`config.mk`:
```
export PLATFORM = sky130hd
export DESIGN_NAME = fetch_unit
export DESIGN_NICKNAME = d
export VERILOG_FILES = /design/src/rtl/fetch_unit.sv
export SDC_FILE = /design/constraint.sdc
export NUM_CORES = 1
export LEC_CHECK = 0
export CAP_MARGIN = 5
export CORE_MARGIN = 10
export CORE_UTILIZATION = 52
export CTS_CLUSTER_DIAMETER = 30
export CTS_CLUSTER_SIZE = 10
export DETAILED_ROUTE_END_ITERATION = 10
export PLACE_DENSITY = 0.86
export SLEW_MARGIN = 0
export SYNTH_ARGS = -nofsm -noshare
export SYNTH_HDL_FRONTEND = slang
export SYNTH_SLANG_ARGS = --single-unit
export TNS_END_PERCENT = 10
```
`constraint.sdc`:
```
create_clock -name clk -period 4.1 [get_ports clk]
set_clock_uncertainty 0.15 [all_clocks]
set_input_delay 0.615 -clock clk [delete_from_list [all_inputs] [get_ports clk]]
set_output_delay 0.615 -clock clk [all_outputs]
set_load 0.02 [all_outputs]
```
`src/rtl/fetch_unit.sv`:
```
// -----------------------------------------------------------------------------
// fetch_unit
//
// Instruction fetch stage. Owns the program counter, fetches one word at a time
// from instruction memory, presents it (with its PC and PC+4 link value) to the
// decode/control stage, and applies branch/jump redirects that decode returns.
// Only one memory request is ever outstanding; a fetch is not pipelined.
//
// Handshakes:
//   Memory side: imem_req is held high, with imem_addr stable, until the cycle
//   in which imem_rvalid pulses; imem_rdata is captured only in that cycle.
//   Decode side: inst_valid high means inst/inst_pc are presented. The word is
//   consumed on a rising edge where inst_valid=1 and stall=0. redirect_en and
//   redirect_pc are looked at only on that consuming edge.
//
// Ports:
//   clk            in   1   clock, rising edge
//   rst            in   1   asynchronous active-low reset
//   stall          in   1   downstream hold; freezes the presented instruction
//   redirect_en    in   1   branch taken from control, qualified by inst_valid
//   redirect_pc    in   32  branch/jump target (bit 0 is cleared here)
//   imem_req       out  1   fetch request, held until imem_rvalid
//   imem_addr      out  32  fetch address, stable while imem_req=1
//   imem_rvalid    in   1   one-cycle response strobe
//   imem_rdata     in   32  instruction word, valid with imem_rvalid
//   inst           out  32  presented instruction; NOP_INST when not valid
//   inst_pc        out  32  PC of inst
//   inst_pc_plus4  out  32  inst_pc + 4 (link value), wraps mod 2^32
//   inst_valid     out  1   inst/inst_pc valid this cycle
//   fetch_fault    out  1   sticky misaligned-target fault
//   fetch_count    out  32  number of consumed instructions, wraps
//   state_dbg      out  2   current FSM state (0=WAIT, 1=VALID, 2=FAULT)
// -----------------------------------------------------------------------------
module fetch_unit #(
    parameter logic [31:0] RESET_PC = 32'h0000_0000,
    parameter logic [31:0] NOP_INST = 32'h0000_0013
) (
    input  logic        clk,
    input  logic        rst,
    input  logic        stall,
    input  logic        redirect_en,
    input  logic [31:0] redirect_pc,
    output logic        imem_req,
    output logic [31:0] imem_addr,
    input  logic        imem_rvalid,
    input  logic [31:0] imem_rdata,
    output logic [31:0] inst,
    output logic [31:0] inst_pc,
    output logic [31:0] inst_pc_plus4,
    output logic        inst_valid,
    output logic        fetch_fault,
    output logic [31:0] fetch_count,
    output logic [1:0]  state_dbg
);

    typedef enum logic [1:0] {
        ST_WAIT  = 2'd0,
        ST_VALID = 2'd1,
        ST_FAULT = 2'd2
    } state_t;

    state_t      state;
    logic [31:0] pc;
    logic [31:0] inst_q;
    logic [31:0] next_pc;

    // Target of the current instruction if it were consumed now. Bit 0 of a
    // redirect is dropped so JALR targets land on a halfword boundary; a
    // remaining bit 1 means the target is not word aligned.
    always_comb begin
        next_pc = pc + 32'd4;
        if (redirect_en) begin
            next_pc = {redirect_pc[31:1], 1'b0};
        end
    end

    always_ff @(posedge clk or negedge rst) begin
        if (!rst) begin
            state       <= ST_WAIT;
            pc          <= RESET_PC;
            imem_req    <= 1'b1;
            imem_addr   <= RESET_PC;
            inst_q      <= NOP_INST;
            inst_pc     <= RESET_PC;
            inst_valid  <= 1'b0;
            fetch_fault <= 1'b0;
            fetch_count <= 32'd0;
        end else begin
            case (state)
                ST_WAIT: begin
                    if (imem_rvalid) begin
                        inst_q     <= imem_rdata;
                        inst_pc    <= pc;
                        inst_valid <= 1'b1;
                        imem_req   <= 1'b0;
                        state      <= ST_VALID;
                    end
                end
                ST_VALID: begin
                    // While stalled nothing changes, so inst/inst_pc stay frozen
                    // and redirect_en is never looked at.
                    if (!stall) begin
                        fetch_count <= fetch_count + 32'd1;
                        inst_valid  <= 1'b0;
                        pc          <= next_pc;
                        if (next_pc[1]) begin
                            fetch_fault <= 1'b1;
                            state       <= ST_FAULT;
                        end else begin
                            imem_req  <= 1'b1;
                            imem_addr <= next_pc;
                            state     <= ST_WAIT;
                        end
                    end
                end
                ST_FAULT: begin
                    // Terminal until reset; memory responses and redirects are ignored.
                    fetch_fault <= 1'b1;
                end
                default: begin
                    // Unreachable encoding: park safely in the fault state.
                    imem_req    <= 1'b0;
                    inst_valid  <= 1'b0;
                    fetch_fault <= 1'b1;
                    state       <= ST_FAULT;
                end
            endcase
        end
    end

    // Decoded from registers: the captured word is only shown while valid.
    assign inst          = inst_valid ? inst_q : NOP_INST;
    assign inst_pc_plus4 = inst_pc + 32'd4;
    assign state_dbg     = state;

endmodule
```
## Yosys cells after proc, flatten, opt, wreduce, memory -nomap -nowiden

Cells that the tools add are included.

- Input port bits: 69
- Flip-flop bits (word level): 164

- Reduce and logical (&&, ||, !) cells: 7
- Multiplexer cells: 16
- Bitwise logic cells: 4
- Eq/ne operators: 6
- Add/sub/neg operators: 3

Operator list:

| operator | count |
|---|---|
| $add A32 B3 Y32 const B | 2 |
| $mux W32 | 2 |
| $add A32 B1 Y32 const B | 1 |
| $reduce_and A3 Y1 | 3 |
| $ne A2 B2 Y1 const B | 4 |
| $mux W1 | 7 |
| $mux W2 | 3 |
| $pmux W1 S3 | 2 |
| $pmux W2 S3 | 1 |
| $not A1 Y1 | 4 |
| $reduce_and A2 Y1 | 2 |
| $reduce_and A4 Y1 | 1 |
| $eq A2 B1 Y1 const B | 1 |
| $eq A2 B2 Y1 const B | 1 |
| $logic_not A2 Y1 | 1 |
| $pmux W1 S2 | 1 |

## Depth between registers and ports, before layout

Gate-level depths: netlist of run 1.

- Depth after elaboration: 5
- Depth in mapped cells: 9

## Worst setup path before layout of run 1

OpenSTA, ideal clock, no wires.

- Path kind: register to output
- Start: register inst_pc[8]
- End: output port inst_pc_plus4[29]
- Arrival time: 2.022 ns
- Setup slack: 1.313 ns
- Data required time: 3.335 ns
- Cell stages (with the launch flop): 7
- Buffers on the path: 1
- Cells stage by stage: dfrtp_1 > nand4_1 > nor4_4 > and4_1 > buf_4 > nand4_1 > xnor2_1

- Longest elaborated chain between the ends: 1

Ends and longest elaborated chain:

| what | line | RTL |
|---|---|---|
| start, declared | 48 | `output logic [31:0] inst_pc,` |
| start signal, assigned | 93 | `inst_pc <= pc;` |
| $add A32 B3 Y32 | 133 | `assign inst_pc_plus4 = inst_pc + 32'd4;` |
| end, declared | 49 | `output logic [31:0] inst_pc_plus4,` |

Every way passes these cells.

## Worst setup path in the final report of run 1

- Start: register inst_pc[9]
- End: output port inst_pc_plus4[31]

Same word-level chain as after synthesis.

==> results of run 1 <==
==> state kept, by name, summed over array words and instances, names as in the netlist <==
signal,flops
inst_pc,32
inst_q,32
fetch_count,32
fetch_fault,1
imem_req,1
pc,32
inst_valid,1
imem_addr,31
state_dbg,2
==> area by class of cell <==
| type | instances | area, um2 |
|---|---|---|
| Clock buffer | 20 | 457 |
| Clock inverter | 11 | 128 |
| Fill cell | 1150 | 4410 |
| Inverter | 12 | 45.0 |
| Multi-Input combinational cell | 593 | 4010 |
| Sequential cell | 164 | 4110 |
| Tap cell | 216 | 270 |
| Timing Repair Buffer | 240 | 2400 |
==> worst max path at each step <==
stage / start / endpoint / slack (ns)
floorplan: inst_pc[8] / inst_pc_plus4[29] / 1.31
global placement: inst_pc[8] / inst_pc_plus4[31] / 0.72
detailed placement: inst_pc[8] / inst_pc_plus4[31] / 0.63
CTS: inst_pc[8] / inst_pc_plus4[31] / 0.16
global route: inst_pc[8] / inst_pc_plus4[31] / 0.04
finish: inst_pc[9] / inst_pc_plus4[31] / 0.19
==> critical path: cells and delay by family, from the launching register on <==
| kind | cells | cell delay, ns |
|---|---|---|
| and+or+nand+nor | 4 | 1.43 |
| xor gates and xnor gates | 1 | 0.16 |
| buffers and inverters | 1 | 0.66 |
| DFF | 1 | 0.47 |
==> stage by stage <==
stage                     cell area [um2]  total power, W  worst slack, ns  utilization [%]  hold WS, ns
after floorplan                      8390         0.00376             1.31                -        0.169
after global placement              10800         0.00504            0.719             68.5        0.304
after detailed placement            10800         0.00512            0.628             68.5        0.302
after CTS                           11400         0.00671            0.164             72.2       0.0822
after global routing                11400         0.00699           0.0375             72.2       0.0932
final                               11400         0.00664            0.186             72.2       0.0533
==> cells in the final DEF, fill, tap and decap left out, types with 17 or more instances in the layout <==
master,count
o21ai_0,48
clkdlybuf4s50_1,229
and2_1,35
nand3_1,37
a21oi_1,38
nand4_1,22
and3_1,24
nand2_1,86
nor2_1,36
clkbuf_16,17
dfrtp_1,160
mux2_2,64
xor2_1,24
xnor2_1,58
==> per-layer routing <==
layer,routed length [um],share of wire (%),track usage (%),vias to the layer above
li1,-,-,-,3299
met1,10200,41,27.7,3413
met2,12200,49,37.7,269
met3,1680,6.7,6.45,50
met4,775,3.1,9.22,0
met5,0,0,0,-
==> logic make-up after synthesis <==
family	after synthesis
flops	164
buf+inv	63
compound gates	123
simple gates	305
mux	79
xor+xnor	82
other cells	1
fa+ha+maj	3
==> report_power, final <==
group	switching, W	leakage (nW)	total, W	internal (W)
registers	0.000410	2.04	0.00246	0.00205
logic	0.00128	2.38	0.00260	0.00132
clock network	0.000642	0.278	0.00157	0.000928
==> results.sh, run 1 <==
export IMPL_yosysTopAreaCell="dfrtp_1"
export IMPL_r2r_end="pc[28]"
export IMPL_yosys_area_share_simple_pct=19.9
export IMPL_cpPeakStageDelay_ns=0.66
export IMPL_critPathKind="reg -> out"
export IMPL_synth_area_leaders="dfrtp_1, mux2_2, xnor2_1"
export IMPL_synth_top_cells_by_count="dfrtp_1, nand2_1, mux2_2"
export IMPL_synthArstFlopShare_pct=100
export IMPL_synth_mux_area_share_pct=10.4
export IMPL_die_area_um2=21600
export IMPL_coreArea_um2=15800
export IMPL_critPathRequiredTime_ns=3.34
export IMPL_ant_nets=0
export IMPL_hold_class="in -> async"
export IMPL_synth_top_area_share_pct=47.7
export IMPL_slowest_stage="clkdlybuf4s50_1"
export IMPL_yosysSeqAreaShare_pct=49.0
export IMPL_critPathCaptureType="primary output"
export IMPL_htree_levels=4
export IMPL_antenna_found_initial=0
export IMPL_synth_warnings=0
export IMPL_synth_cell_types=51
export IMPL_fmax_mhz=256
export IMPL_synth_top_family_by_area="simple AND/OR/NAND/NOR gates"
export IMPL_firstDrtPassIters=5
export IMPL_syn_cell_area_um2=8390
export IMPL_dpl_hpwl_um=18000
export IMPL_nNetsFinal=1100
export IMPL_drt_initial_drc_count=545
export IMPL_worstPathArrival_ns=3.15
export IMPL_path_cells="nand4_1 > nor4_4 > and4_1 > nand3_1 > xnor2_1 > clkdlybuf4s50_1"
export IMPL_cts_hold_buffers=0
export IMPL_ys_seq_elements=164
export IMPL_hold_viol=0
export IMPL_grt_overflow=0
export IMPL_die_y_um=147
export IMPL_grt_use_total_pct=22.9
export IMPL_clock_sinks=164
export IMPL_reg2reg_depth=6
export IMPL_synth_most_common_cell="dfrtp_1"
export IMPL_clock_root_buffer="clkbuf_16"
export IMPL_ctsLongestPathBuffers=2
export IMPL_clk_pin_slew_ns=0.06
export IMPL_wl_um=24900
export IMPL_synth_adder_area_share_pct=0.447
export IMPL_synth_edf_count=0
export IMPL_place_congestion=0.852
export IMPL_finalSetupViolCount=0
export IMPL_cp_max_fo=6
export IMPL_io_buffers=231
export IMPL_cts_setup_buffers=0
export IMPL_cts_buffers=17
export IMPL_first_global_vias=7256
export IMPL_worst_pin_slew_ns=0.946
export IMPL_avgViaCountPerCell=5.60
export IMPL_timing_final_crit_period_ns=3.91
export IMPL_max_slew_margin_pct=36.9
export IMPL_cts_tree="built"
export IMPL_dp_cells=1225
export IMPL_status="finished, final reports clean"
export IMPL_syn_to_final_growth_pct=36.1
export IMPL_rows=46
export IMPL_rsz0062_at_grt="no"
export IMPL_start_util_pct=53.0
export IMPL_drive_gt1_share_pct=12.3
export IMPL_grt_first_pass_wirelength_um=40100
export IMPL_synth_xor_area_share_pct=8.56
export IMPL_syn_avg_cell_area_um2=10.2
export IMPL_fin_cells=1256
export IMPL_synth_fp_nets=892
export IMPL_power_per_cell_area_nw_per_um2=581
export IMPL_synth_compound_area_share_pct=8.29
export IMPL_ir_drop_v=0.000442
export IMPL_critPathLaunchType="flop"
export IMPL_drc=0
export IMPL_drv_slew=0
export IMPL_maxCapViolCount=0
export IMPL_synthCells=820
export IMPL_wl_per_cell_um=19.8
export IMPL_grt_max_degree=93
export IMPL_r2r_start="pc[2]"
export IMPL_cts_resized_gates=0
export IMPL_ys_flop_type="dfrtp_1"
export IMPL_clock_latency_ns=0.42
export IMPL_finalCritPeriodShare_pct=95.5
export IMPL_dieWidth_um=147
export IMPL_setup_tns_ns=0
export IMPL_vias=7031
export IMPL_antenna_cells=0
export IMPL_rrSetupSlack_ns=1.40
export IMPL_p_leak_nw=4.70
export IMPL_io_pins=234
Note: power is estimated with default switching activity, not from simulation.
==> inputs of run 2 (changes only) <==
--- a/config.mk
+++ b/config.mk
@@ -6,12 +6,10 @@
 export NUM_CORES = 1
 export LEC_CHECK = 0
 export CAP_MARGIN = 5
-export CORE_MARGIN = 10
-export CORE_UTILIZATION = 52
+export CORE_UTILIZATION = 35
 export CTS_CLUSTER_DIAMETER = 30
 export CTS_CLUSTER_SIZE = 10
 export DETAILED_ROUTE_END_ITERATION = 10
-export PLACE_DENSITY = 0.86
 export SLEW_MARGIN = 0
 export SYNTH_ARGS = -nofsm -noshare
 export SYNTH_HDL_FRONTEND = slang
==> run 2 against run 1 <==
  * Setup slack improved by 0.066 ns
  * Non-clock buffer count rose by 2
  * Total power fell by 1.9%
  * Routed wire length fell by 4.6%
  * Critical path type unchanged
  * Largest cell class unchanged
==> results.sh, run 2 (synthesized netlist as in run 1, its figures left out) <==
export IMPL_status="finished, final reports clean"
export IMPL_maxCapViolCount=0
export IMPL_ctsLongestPathBuffers=2
export IMPL_critPathLaunchType="flop"
export IMPL_crit_start="inst_pc[8]"
export IMPL_avgViaCountPerCell=5.07
export IMPL_io_pins=234
export IMPL_max_slew_margin_pct=30.5
export IMPL_firstDrtPassIters=5
export IMPL_cpPeakStageDelay_ns=0.62
export IMPL_cts_setup_buffers=0
export IMPL_finalCritPeriodShare_pct=93.8
export IMPL_critPathRequiredTime_ns=3.34
export IMPL_dieWidth_um=157
export IMPL_grt_overflow=0
export IMPL_ant_nets=0
export IMPL_finalSetupViolCount=0
export IMPL_cts_hold_buffers=0
export IMPL_r2r_end="pc[28]"
export IMPL_ir_drop_v=0.000287
export IMPL_io_buffers=231
export IMPL_rows=56
export IMPL_holdWs_ns=0.124
export IMPL_wl_per_cell_um=17.4
export IMPL_cts_resized_gates=0
export IMPL_timing_critical_path_mode_cell="nand4_1"
export IMPL_setup_tns_ns=0
export IMPL_vias=6910
export IMPL_critPathKind="reg -> out"
export IMPL_slowest_stage="clkdlybuf4s50_1"
export IMPL_grt_first_pass_wirelength_um=37700
export IMPL_drc=0
export IMPL_die_y_um=157
export IMPL_clock_latency_ns=0.42
export IMPL_start_util_pct=35.8
export IMPL_path_buf_inv=1
export IMPL_path_cells="nand4_1 > nor4_4 > and4_1 > nand4_1 > xnor2_1 > clkdlybuf4s50_1"
export IMPL_hold_class="in -> async"
export IMPL_die_area_um2=24600
export IMPL_wl_um=23800
export IMPL_drv_slew=0
export IMPL_rrSetupSlack_ns=1.54
export IMPL_clk_pin_slew_ns=0.07
export IMPL_fin_cells=1362
export IMPL_p_leak_nw=4.68
export IMPL_critPathCaptureType="primary output"
export IMPL_crit_cells=6
export IMPL_rsz0062_at_grt="no"
export IMPL_final_common_cell="clkdlybuf4s50_1"
export IMPL_cts_buffers=17
export IMPL_hold_viol=0
export IMPL_antenna_cells=0
export IMPL_layout_common_cells="clkdlybuf4s50_1, dfrtp_1, nand2_1"
export IMPL_fmax_mhz=260
export IMPL_nNetsFinal=1102
export IMPL_drt_initial_drc_count=345
export IMPL_power_per_cell_area_nw_per_um2=565
export IMPL_dp_cells=1330
export IMPL_crit_family="simple AND/OR/NAND/NOR gates"
export IMPL_clock_root_buffer="clkbuf_16"
export IMPL_worstPathArrival_ns=3.08
export IMPL_coreArea_um2=23500
export IMPL_cts_tree="built"
export IMPL_dpl_hpwl_um=16500
export IMPL_reg2reg_depth=6
export IMPL_r2r_start="pc[2]"
export IMPL_grt_use_total_pct=20.0
export IMPL_grt_max_degree=107
export IMPL_drive_gt1_share_pct=12.5
export IMPL_timing_final_crit_period_ns=3.85
export IMPL_endpoint="inst_pc_plus4[29]"
export IMPL_clock_sinks=164
export IMPL_place_congestion=0.814
export IMPL_first_global_vias=6800
export IMPL_worst_pin_slew_ns=1.04
export IMPL_finalPower_w=0.00651
export IMPL_cp_max_fo=7
export IMPL_syn_to_final_growth_pct=37.2
export IMPL_antenna_found_initial=0
export IMPL_htree_levels=4
## run 2: per-stage QoR
| step | cell area (um2) | utilization (%) | setup WS (ns) |
|---|---|---|---|
| 3_3_place_gp | 11000 | 46.7 | 0.739 |
| 5_1_grt | 11500 | 49.0 | 0.0414 |
| 6_report | 11500 | 49.0 | 0.253 |
| 3_5_place_dp | 11000 | 46.7 | 0.706 |
| 4_1_cts | 11500 | 49.0 | 0.234 |
| 2_1_floorplan | 8390 | - | 1.31 |
## run 2: how the worst min path moves through the flow
stage | startpoint | to | slack [ns] | cells after the start
finish | rst | imem_addr[0] | 0.12 | 1
global route | rst | imem_addr[0] | 0.24 | 1
CTS | rst | imem_addr[0] | 0.22 | 1
detailed placement | fetch_fault | fetch_fault | 0.32 | 1
global placement | fetch_fault | fetch_fault | 0.31 | 1
floorplan | rst | fetch_count[0] | 0.17 | 0
## run 2: per-layer routing
metal	up-vias	wire, um	GRT usage (%)
li1	3294	-	-
met1	3377	11200	28.0
met2	216	10900	30.9
met3	23	1330	3.88
met4	0	372	6.68
met5	-	0	0
## run 2: area by class of cell
cell class,instances,area (um2)
clock buffers,20,447
clock inverters,12,97.6
fillers,2225,12000
inverters,12,45.0
multi-input cells,593,4010
flip-flops and latches,164,4110
well taps,319,399
repair buffers,242,2400
## run 2: power breakdown
| group | switching, W | internal, W | leakage, nW |
|---|---|---|---|
| logic | 0.00123 | 0.00132 | 2.39 |
| registers | 0.000410 | 0.00205 | 2.04 |
| clock network | 0.000695 | 0.000802 | 0.258 |
| total | 0.00233 | 0.00418 | 4.68 |
## run 2: worst reg2reg max path, cell delays in order, from the launching register on
cell and delay [ns]:
dfrtp_1 0.46, ha_1 0.30, nand3_1 0.25, nor4_4 0.64
and3_1 0.33, mux2i_1 0.21, o211ai_1 0.10
